### config.mk
export PLATFORM = sky130hd
export DESIGN_NAME = sha256_sched_ctrl
export DESIGN_NICKNAME = d
export VERILOG_FILES = /design/src/rtl/sha256_sched_ctrl.sv
export SDC_FILE = /design/constraint.sdc
export NUM_CORES = 1
export LEC_CHECK = 0
export CORE_MARGIN = 4
export CORE_UTILIZATION = 35
export CTS_CLUSTER_DIAMETER = 150
export DETAILED_ROUTE_END_ITERATION = 8
export HOLD_SLACK_MARGIN = 0.02
export PLACE_DENSITY = 0.86
export SLEW_MARGIN = 10
export SYNTH_ARGS = -nofsm -noshare
export SYNTH_HDL_FRONTEND = slang
export SYNTH_SLANG_ARGS = --single-unit
export TNS_END_PERCENT = 20
### constraint.sdc
create_clock -name CLK -period 2.3 [get_ports CLK]
set_clock_uncertainty 0.2 [all_clocks]
set_input_delay 0.46 -clock CLK [delete_from_list [all_inputs] [get_ports CLK]]
set_output_delay 0.46 -clock CLK [all_outputs]
set_load 0.01 [all_outputs]
### src/rtl/sha256_sched_ctrl.sv
// sha256_sched_ctrl
// Sequencer for the SHA-256 message-schedule unit. It loads the 16 message
// words of a block, then steps the schedule unit through the expansion rounds.
// Each W[t] is forwarded to the compression rounds through a single output
// register with valid/ready back-pressure. The block also owns the round
// counter that the rest of the hash core follows.
//
// Optional build macro:
//   SCHED_BLKCNT_EN - adds output BLK_CNT, a wrapping count of completed blocks.
module sha256_sched_ctrl #(
    parameter int ROUNDS    = 64,   // schedule words per block, 17..64
    parameter int BLK_CNT_W = 16    // completed-block counter width
) (
    input  logic        CLK,
    input  logic        RST,
    input  logic        START,
    input  logic [31:0] M_DATA,
    input  logic        M_VLD,
    output logic        M_RDY,
    output logic [5:0]  I,
    output logic [31:0] D_IN,
    output logic        STEP,
    input  logic [31:0] D_OUT,
    output logic [31:0] W_T,
    output logic [5:0]  T,
    output logic        W_VLD,
    input  logic        W_RDY,
    output logic        BUSY,
    output logic        DONE
`ifdef SCHED_BLKCNT_EN
    ,
    output logic [BLK_CNT_W-1:0] BLK_CNT
`endif
);

    typedef enum logic [1:0] {
        S_IDLE   = 2'd0,
        S_LOAD   = 2'd1,
        S_EXPAND = 2'd2,
        S_DRAIN  = 2'd3
    } state_t;

    localparam logic [5:0] LAST_T    = 6'(ROUNDS - 1);
    localparam logic [5:0] LAST_LOAD = 6'd15;

    state_t      state_q;
    logic [5:0]  cnt_q;
    logic [31:0] w_t_q;
    logic [5:0]  t_q;
    logic        w_vld_q;
    logic        slot_free;
    logic        step_c;
    logic        done_c;

    // Handshake decode: the output register may take a new word when it is
    // empty or its current word is being consumed in this same cycle.
    always_comb begin
        slot_free = !w_vld_q || W_RDY;
        M_RDY     = 1'b0;
        D_IN      = 32'd0;
        step_c    = 1'b0;
        done_c    = 1'b0;
        case (state_q)
            S_LOAD: begin
                M_RDY  = slot_free;
                D_IN   = M_DATA;
                step_c = M_VLD && slot_free;
            end
            S_EXPAND: begin
                step_c = slot_free;
            end
            S_DRAIN: begin
                done_c = !w_vld_q || (W_RDY && (t_q == LAST_T));
            end
            default: ;
        endcase
    end

    // Sequencer FSM and round counter; cnt doubles as the schedule index I.
    always_ff @(posedge CLK) begin
        if (RST) begin
            state_q <= S_IDLE;
            cnt_q   <= 6'd0;
        end else begin
            case (state_q)
                S_IDLE: begin
                    if (START) begin
                        state_q <= S_LOAD;
                        cnt_q   <= 6'd0;
                    end
                end
                S_LOAD: begin
                    if (step_c) begin
                        cnt_q <= cnt_q + 6'd1;
                        if (cnt_q == LAST_LOAD) begin
                            state_q <= S_EXPAND;
                        end
                    end
                end
                S_EXPAND: begin
                    if (step_c) begin
                        if (cnt_q == LAST_T) begin
                            cnt_q   <= 6'd0;
                            state_q <= S_DRAIN;
                        end else begin
                            cnt_q <= cnt_q + 6'd1;
                        end
                    end
                end
                S_DRAIN: begin
                    if (done_c) begin
                        cnt_q   <= 6'd0;
                        state_q <= S_IDLE;
                    end
                end
                default: state_q <= S_IDLE;
            endcase
        end
    end

    // W[t] output register: captures the schedule unit result on every step,
    // empties when the round function takes the word and nothing replaces it.
    always_ff @(posedge CLK) begin
        if (RST) begin
            w_t_q   <= 32'd0;
            t_q     <= 6'd0;
            w_vld_q <= 1'b0;
        end else if (step_c) begin
            w_t_q   <= D_OUT;
            t_q     <= cnt_q;
            w_vld_q <= 1'b1;
        end else if (W_RDY) begin
            w_vld_q <= 1'b0;
        end
    end

`ifdef SCHED_BLKCNT_EN
    logic [BLK_CNT_W-1:0] blk_cnt_q;

    // Completed-block counter, wraps naturally at all-ones.
    always_ff @(posedge CLK) begin
        if (RST) begin
            blk_cnt_q <= '0;
        end else if (done_c) begin
            blk_cnt_q <= blk_cnt_q + 1'b1;
        end
    end

    assign BLK_CNT = blk_cnt_q;
`endif

    assign I     = cnt_q;
    assign STEP  = step_c;
    assign DONE  = done_c;
    assign W_T   = w_t_q;
    assign T     = t_q;
    assign W_VLD = w_vld_q;
    assign BUSY  = (state_q != S_IDLE);

endmodule
==> flow_summary.yaml <==
hold_path:
  worstHoldEndpoint: "W_T[30]"
  min_path_cells: 2
  min_path_type: "reg -> reg"
  worstHoldStart: "W_T[30]"
synthesis:
  syn_inst: 277
  ys_ff_latch: 47
  async_reset_ff_share_pct: 0
  synth_edf_count: 0
  synthDistinctLibCells: 29
  syn_avg_cell_area_um2: 7.65
  synth_nets: 351
  ys.flop_type: "dfxtp_1"
  syn-cell-area_um2: 2120
  yosysSeqAreaShare_pct: 44.4
  ys_warn_count: 0
routing:
  wl_per_cell_um: 13.7
  via_count: 2405
  drc: 0
  ant_nets: 0
  drt_iter0_drc: 62
  firstDrtPassIters: 4
  viasPerCell: 4.75
  postRouteWirelength_mm: 6.92
floorplanning:
  dieHeight_um: 85.8
  initial_core_util_pct: 36.0
  core_area_um2: 5890
  num_rows: 28
  dieWidth_um: 85.8
  ios: 150
  dieArea_um2: 7370
power:
  p_per_area_nw_per_um2: 681
  power_frac_comb_pct: 44.5
  irDropWorstVdd_uv: 373
  p_int_w: 0.00174
  leakage_nw: 1.53
  seq_power_share_pct: 35.5
  p_switching_w: 0.000865
  clkPwrFrac_pct: 20.1
  sw_frac_of_total_pct: 33.2
clock_tree:
  worstSkewPairLatency_ns: 0.29
  cts_sinks: 47
  cts_tree: "built"
  cts-htree-levels: 2
  clockRootBuffer: "clkbuf_8"
  postCtsHoldBufs: 0
  clock_path_buffers: 2
  numCtsBuffers: 5
  clk_pin_slew_worst_paths_ns: 0.08
setup_path:
  rrSetupSlack_ns: 0.15
  end_kind: "primary output"
  worstReg2RegEnd: "state_q[1]"
  reg2reg_from: "state_q[0]"
  required_ns: 1.64
  critical_path_class: "in -> out"
  worstPathArrival_ns: 1.58
  critPathMaxFanout: 2
  r2r_cells: 8
  critPathLaunchType: "primary input"
placed_design:
  place_inst: 495
  dp_hpwl_mm: 5.37
  pre_cts_slack_ns: -0.371
  port_buffers: 149
  place.gp.congestion: 0.833
timing:
  drv_slew: 0
  fin_crit_ns: 2.24
  max_clock_freq_mhz: 447
  fin_hold_ws_ns: 0.256
  post-route-period-util_pct: 97.4
  final-hold-violation-count: 0
  fin_ws_ns: 0.0605
  rsz0062_at_grt: "no"
  worstMarginPinSlew_ns: 0.465
  relSlewSlack_pct: 69.0
  setup_viol: 0
finish:
  finalNetCount: 504
  drive_gt1_share_pct: 8.58
  area_delta_synth_final_pct: 80.5
  antenna_cells: 0
  multi_input_area_um2: 1100
  instances_no_fill: 506
  final.fill_count: 506
  register_area_um2: 946
grt:
  grt_max_degree: 40
  grt_pass1_vias: 2324
  grtUsageTotal_pct: 18.7
  antenna_found_initial: 0
  grt_pass1_wl_mm: 11.2
  gr-total-overflow: 0
job:
  max_cap_violations: 0
status:
  status: "finished clean"
## layer usage
metal  part of all wire [%]  vias to the layer above  global-route usage, %
li1                       -                     1207                      -
met1                     39                     1097                   20.5
met2                     51                       97                   35.1
met4                   0.55                        0                   3.17
met5                      0                        -                      0
met3                    9.7                        4                   6.63
## repair_timing
action                                  CTS  global route
endpoints found under the setup margin   35             2
buffers inserted                          1             2
pin swaps                                 1             1
resized for setup                        43             5
## power groups by stage
stage	combinational, W	clock, W	sequential (W)
after floorplan	0.000529	0	0.000953
after detailed placement	0.00122	0	0.000934
after global routing	0.00127	0.000579	0.000932
after CTS	0.00115	0.000545	0.000925
after global placement	0.00118	0	0.000929
final	0.00116	0.000522	0.000924
## placed cells by master, fill, tap and decap left out, drive strengths merged, types with 4 or more instances in the layout
| cell | netlist | routed |
|---|---|---|
| and2 | 35 | 35 |
| dlygate4sd2 | 0 | 33 |
| clkdlybuf4s50 | 0 | 113 |
| clkbuf | 12 | 7 |
| nand2 | 77 | 77 |
| ha | 5 | 5 |
| o21ai | 9 | 9 |
| dfxtp | 47 | 47 |
| nor2 | 9 | 9 |
| buf | 6 | 16 |
| a21oi | 44 | 44 |
| nand3 | 5 | 5 |
| inv | 7 | 8 |
| or3 | 4 | 4 |
## flip-flops by register name (all words and copies together) (netlist names)
name / count
state_q: 2
W_VLD: 1
I: 6
W_T: 32
T: 6
## cell type report
| class | instances | share of cell area (%) |
|---|---|---|
| well taps | 75 | 2.45 |
| flip-flops and latches | 47 | 24.7 |
| clock buffers | 6 | 2.16 |
| multi-input cells | 205 | 28.7 |
| inverters | 7 | 0.687 |
| repair buffers | 164 | 40.9 |
| clock inverters | 2 | 0.360 |
## how the worst max path moves through the flow
stage                           from  endpoint  slack, ns
after global routing           W_RDY      DONE      0.008
after detailed placement       W_RDY      DONE      -0.37
final                          W_RDY      DONE       0.06
after floorplan           state_q[0]      STEP       0.26
after CTS                 state_q[0]      STEP     -0.008
after global placement         W_RDY      DONE      -0.34
## synthesized netlist by cell type, types with 2 or more instances
master	instances	area share (%)
ha_1	5	3.0
nor2b_1	2	0.59
nor2_1	8	1.4
a21oi_1	44	10
or3_1	4	1.2
o41ai_1	3	1.2
buf_2	5	1.2
nand3_1	4	0.94
o21ai_0	9	2.1
nand4_1	2	0.59
clkbuf_1	12	2.1
nand2_1	77	14
inv_1	6	1.1
dfxtp_1	47	44
and2_1	35	10
## cells by family after synthesis
| family | count (synthesis) | synth area share, % |
|---|---|---|
| DFF | 47 | 44.4 |
| muxes | 1 | 0.472 |
| buffers and inverters | 25 | 5.08 |
| and+or+nand+nor | 139 | 31.2 |
| adders and majority gates | 5 | 2.95 |
| AOI/OAI and AO/OA | 60 | 15.9 |
## worst max-delay path: stages
cell and delay, ns:
clkdlybuf4s50_1 0.48, nand4_1 0.11, o21ai_1 0.14, and2_1 0.15, clkdlybuf4s15_1 0.24
## stage by stage
step	area (um^2)	setup TNS [ns]	utilization (%)	total power, W
floorplan	2120	0	-	0.00148
finish	3830	0	65.0	0.00260
global route	3830	0	65.0	0.00278
global placement	3720	-0.746	63.2	0.00211
detailed placement	3720	-1.10	63.2	0.00215
CTS	3810	-0.00754	64.8	0.00262
Note: power is estimated with default switching activity, not from simulation.
